### config.mk
export PLATFORM = sky130hd
export DESIGN_NAME = i2c_mem_arbiter
export DESIGN_NICKNAME = d
export VERILOG_FILES = /design/src/rtl/i2c_mem_arbiter.sv
export SDC_FILE = /design/constraint.sdc
export NUM_CORES = 1
export LEC_CHECK = 0
export CAP_MARGIN = 25
export CORE_MARGIN = 3
export CORE_UTILIZATION = 37
export CTS_BUF_LIST = sky130_fd_sc_hd__clkbuf_16
export DETAILED_ROUTE_END_ITERATION = 7
export PLACE_DENSITY = 0.82
export SLEW_MARGIN = 15
export SYNTH_ARGS = -nofsm -noshare
export SYNTH_HDL_FRONTEND = slang
export SYNTH_SLANG_ARGS = --single-unit
### constraint.sdc
create_clock -name clk -period 1.6 [get_ports clk]
set_clock_uncertainty 0.15 [all_clocks]
set_input_delay 0.48 -clock clk [delete_from_list [all_inputs] [get_ports clk]]
set_output_delay 0.48 -clock clk [all_outputs]
set_load 0.05 [all_outputs]
### src/rtl/i2c_mem_arbiter.sv
// Purpose: arbitrate the single I2C register memory between the synchronised slave path (port 0) and APB host (port 1).
// Latency: write = gnt T+1, done T+2; read = gnt T+1, done T+2+RD_LAT; one transfer in flight at a time.
// Backpressure: req is level and sampled only in IDLE; a losing or busy-blocked requester simply waits for gnt.
// Build option: define I2C_ARB_FIXED_PRIO_EN for fixed port-0 priority instead of round-robin.
module i2c_mem_arbiter #(
    parameter int AW     = 8,
    parameter int DW     = 8,
    parameter int RD_LAT = 1
) (
    input  logic          clk,
    input  logic          reset,
    input  logic          p0_req,
    input  logic          p0_we,
    input  logic [AW-1:0] p0_addr,
    input  logic [DW-1:0] p0_wdata,
    output logic          p0_gnt,
    output logic          p0_done,
    output logic [DW-1:0] p0_rdata,
    input  logic          p1_req,
    input  logic          p1_we,
    input  logic [AW-1:0] p1_addr,
    input  logic [DW-1:0] p1_wdata,
    output logic          p1_gnt,
    output logic          p1_done,
    output logic [DW-1:0] p1_rdata,
    output logic          mem_ce,
    output logic          mem_wren,
    output logic          mem_rden,
    output logic [AW-1:0] mem_addr,
    output logic [DW-1:0] mem_wdata,
    input  logic [DW-1:0] mem_rdata
);

    typedef enum logic [1:0] {IDLE, ACCESS, WAIT, DONE} state_t;

    // Counter is loaded with RD_LAT-1 so the last WAIT cycle is the one where mem_rdata is valid.
    localparam logic [1:0] LAT_LOAD = 2'(RD_LAT - 1);

    state_t     state;
    logic       win_id;
    logic       cur_we;
    logic [1:0] lat_cnt;
    logic       any_req;
    logic       pick;
`ifndef I2C_ARB_FIXED_PRIO_EN
    logic       last;
`endif

    // Choose the winner among current requesters; a lone requester always wins.
    always_comb begin
        any_req = p0_req | p1_req;
`ifdef I2C_ARB_FIXED_PRIO_EN
        pick = !p0_req;
`else
        pick = (p0_req && p1_req) ? ~last : p1_req;
`endif
    end

    // Transfer sequencer: latch winner, strobe memory once, count read latency, pulse completion.
    always_ff @(posedge clk) begin
        if (!reset) begin
            state     <= IDLE;
            win_id    <= 1'b0;
            cur_we    <= 1'b0;
            lat_cnt   <= 2'd0;
`ifndef I2C_ARB_FIXED_PRIO_EN
            last      <= 1'b1;
`endif
            p0_gnt    <= 1'b0;
            p1_gnt    <= 1'b0;
            p0_done   <= 1'b0;
            p1_done   <= 1'b0;
            p0_rdata  <= '0;
            p1_rdata  <= '0;
            mem_ce    <= 1'b0;
            mem_wren  <= 1'b0;
            mem_rden  <= 1'b0;
            mem_addr  <= '0;
            mem_wdata <= '0;
        end else begin
            // Pulses and strobes default low; only the state that owns them raises them.
            p0_gnt   <= 1'b0;
            p1_gnt   <= 1'b0;
            p0_done  <= 1'b0;
            p1_done  <= 1'b0;
            mem_ce   <= 1'b0;
            mem_wren <= 1'b0;
            mem_rden <= 1'b0;
            case (state)
                IDLE: begin
                    if (any_req) begin
                        win_id    <= pick;
`ifndef I2C_ARB_FIXED_PRIO_EN
                        last      <= pick;
`endif
                        cur_we    <= pick ? p1_we : p0_we;
                        mem_addr  <= pick ? p1_addr : p0_addr;
                        mem_wdata <= pick ? p1_wdata : p0_wdata;
                        mem_ce    <= 1'b1;
                        mem_wren  <= pick ? p1_we : p0_we;
                        mem_rden  <= pick ? !p1_we : !p0_we;
                        p0_gnt    <= !pick;
                        p1_gnt    <= pick;
                        state     <= ACCESS;
                    end
                end
                ACCESS: begin
                    if (cur_we) begin
                        p0_done <= !win_id;
                        p1_done <= win_id;
                        state   <= DONE;
                    end else begin
                        lat_cnt <= LAT_LOAD;
                        state   <= WAIT;
                    end
                end
                WAIT: begin
                    if (lat_cnt == 2'd0) begin
                        if (win_id) p1_rdata <= mem_rdata;
                        else        p0_rdata <= mem_rdata;
                        p0_done <= !win_id;
                        p1_done <= win_id;
                        state   <= DONE;
                    end else begin
                        lat_cnt <= lat_cnt - 2'd1;
                    end
                end
                DONE: begin
                    state <= IDLE;
                end
                default: state <= IDLE;
            endcase
        end
    end

endmodule

==> impl_metrics.py <==
metrics = {
    "timing": {
        "final.period_utilization_pct": 96.6,
        "hold_violations": 0,
        "setup_viol": 0,
        "holdWs_ps": 317,
        "clock.fmax_mhz": 647,
        "finalMaxSlewViolations": 0,
        "slew_headroom_pct": 77.1,
        "fin_crit_ps": 1550,
        "worst_pin_slew_ps": 341,
    },
    "floorplan": {
        "die_area_mm2": 0.00613,
        "pin_count": 85,
        "row_count": 25,
        "core_mm2": 0.00488,
        "floorplan.initialDensity_pct": 39.6,
        "die_y_um": 78.3,
        "die_w_um": 78.3,
    },
    "global_route": {
        "grt_overflow": 0,
        "grt_pass1_wl_mm": 10.1,
        "groute.usage.overall_pct": 21.3,
        "antenna_found_initial": 0,
        "grt_max_degree": 21,
        "grt_pass1_vias": 2027,
    },
    "critical_path": {
        "worstSetupEndpointType": "flop",
        "worst-setup-path-type": "input pin to flop",
        "r2r_setup_slack_ps": 50,
        "ff2ff_path_depth": 6,
        "required_ps": 1630,
        "rr_endpoint": "state[0]",
        "critical_path_arrival_ps": 1580,
        "cp-start-kind": "input pin",
        "critPathMaxFanout": 6,
        "reg2reg_from": "state[0]",
    },
    "clock_network": {
        "cts_htree_levels": 2,
        "clk_pin_slew_ps": 60,
        "clockBufferDepth": 2,
        "cts_hold_buf": 0,
        "cts_tree": "done",
        "cts_buffers": 5,
        "clkSinkCount": 46,
        "clkLatencyLatePin_ps": 290,
        "cts-root-buf": "clkbuf_16",
    },
    "placed_design": {
        "placed_cells": 368,
        "place.gp.congestion": 0.769,
        "dp_hpwl_mm": 4.43,
        "numPortBuffers": 84,
    },
    "cells_and_area": {
        "area_delta_synth_final_pct": 84.9,
        "fin_nets": 362,
        "final_core_util_pct": 73.3,
        "n_antenna_cell": 0,
        "final_cells": 377,
        "drive_above_1_share_pct": 27.1,
    },
    "detailed_routing": {
        "ant_nets": 0,
        "via_per_inst": 5.12,
        "num_vias": 1929,
        "dr.pass1.iters": 4,
        "drtIter0Drc": 92,
        "drc_errors": 0,
        "routed_wl_mm": 6.46,
        "avgRoutedWirePerCell_um": 17.1,
    },
    "power": {
        "vdd_drop_max_v": 0.000988,
        "power_density_mw_per_mm2": 1770,
        "cellLeakagePower_nw": 1.53,
    },
    "logic_synthesis": {
        "yosys_warnings": 0,
        "synth.distinct_cells": 29,
        "synthCells": 206,
        "synth-seq-cells": 46,
        "syn-num-nets": 259,
        "syn_avg_cell_area_um2": 9.39,
        "netlist_area_mm2": 0.00193,
        "synth-seq-area-share_pct": 47.6,
    },
    "min_path": {
        "whs_path_depth": 2,
        "worstHoldEndpoint": "lat_cnt[0]",
        "hp-start": "lat_cnt[0]",
        "min_path_type": "flop to flop",
    },
    "run_status": {
        "status": "complete, no violations",
    },
    "job": {
        "drv_cap": 0,
    },
}
## cells in the final DEF, fill, tap and decap left out, drive strengths merged, types with 2 or more instances in the layout
cell type,instances
clkbuf,6
o21ai,19
mux2i,20
dfxtp,46
nor2b,19
a21oi,33
o31ai,2
nand3b,3
inv,5
buf,63
nor2,3
nand3,2
nand2,21
clkinv,2
clkdlybuf4s50,43
o211ai,2
ha,7
nor3b,2
and3,2
## final cells by class
cell class                      instances  area, µm²
Timing Repair Buffer                  108       1420
Multi-Input combinational cell        143        965
Inverter                                5       18.8
Clock inverter                          3       40.0
Tap cell                               67       83.8
Clock buffer                            5        125
Fill cell                             333       1300
Sequential cell                        46        925
## repair_timing
| action | 4_1_cts | 5_1_grt |
|---|---|---|
| pin swaps | 1 | 0 |
| endpoints found under the setup margin | 25 | 31 |
| resized for setup | 5 | 16 |
| buffers inserted | 1 | 0 |
## per-layer routing
layer | track usage, % | part of all wire [%] | routed length (µm)
met3 | 5.39 | 5.9 | 381
met1 | 24.2 | 39 | 2520
met5 | 0 | 0 | 0
met2 | 37.9 | 53 | 3400
met4 | 8.57 | 2.4 | 156
## power breakdown
| group | internal (mW) | total, mW | leakage, nW | switching (mW) |
|---|---|---|---|---|
| registers | 1.45 | 1.76 | 0.378 | 0.318 |
| clock network | 0.731 | 1.16 | 0.0836 | 0.428 |
| logic | 1.66 | 3.40 | 1.07 | 1.75 |
| total | 3.83 | 6.33 | 1.53 | 2.49 |
## flip-flops by register name (all words and copies together) (netlist names), 2 cells and up
signal     count
p0_rdata       8
lat_cnt        2
mem_wdata      8
state          2
p1_rdata       8
mem_addr       8
## synth_stat cells
cell / count / share of area (%)
a21oi_1: 33 / 8.5
dfxtp_1: 46 / 48
nand3_2: 1 / 0.52
o21ai_2: 1 / 0.45
ha_1: 7 / 4.5
o21ai_0: 18 / 4.7
a21boi_4: 1 / 0.97
and2_1: 1 / 0.32
o22ai_1: 1 / 0.32
a21bo_1: 1 / 0.52
o31ai_1: 2 / 0.78
nor2_1: 3 / 0.58
o21a_1: 1 / 0.39
buf_2: 5 / 1.3
nor3_1: 1 / 0.26
o311a_1: 1 / 0.52
clkbuf_1: 4 / 0.78
mux2i_1: 20 / 10
nand3_1: 1 / 0.26
and3_1: 2 / 0.65
o211ai_1: 2 / 0.78
inv_1: 5 / 0.97
nand3b_1: 3 / 1.2
a22oi_1: 1 / 0.39
nor3b_1: 2 / 0.78
clkbuf_2: 1 / 0.26
nor2b_1: 19 / 6.1
buf_6: 2 / 1.2
nand2_1: 21 / 4.1
## worst max-delay path: stages
cell,delay [ps]
clkdlybuf4s15_1,340
buf_4,230
o211ai_1,180
buf_4,170
inv_1,50
and2_1,130
## worst max-delay path by stage
stage                           from          end  slack [ps]  cells past startpoint
after floorplan             state[0]     state[0]          20                      6
after global placement        p1_req     mem_rden        -410                      5
after detailed placement      p1_req     mem_rden        -480                      5
after CTS                   state[0]     state[0]           4                      6
after global routing      lat_cnt[0]  p0_rdata[1]         -20                      6
final                         p1_req     mem_rden          50                      6
## kinds of logic (layout without fill, tap and decap cells)
logic type               count (synthesis)  in the layout  share of synthesized area, %
AO/OA/AOI/OAI                           62             62                          18.3
AND/OR/NAND/NOR                         54             54                          14.7
multiplexers                            20             20                          10.3
flip-flops                              46             46                          47.6
buffers and inverters                   17            121                          4.46
adder cells (fa/ha/maj)                  7              7                          4.53
## per-stage QoR
stage | power (mW) | setup TNS, ps | area, µm² | setup WS, ps
after global placement | 4.90 | -9930 | 3370 | -413
after detailed placement | 4.99 | -11890 | 3370 | -481
after floorplan | 3.32 | 0 | 1930 | 24.2
after CTS | 6.21 | 0 | 3550 | 4.22
after global routing | 6.58 | -37.0 | 3580 | -18.7
final | 6.33 | 0 | 3580 | 53.6
No activity file was read; power rests on OpenSTA's default activity.
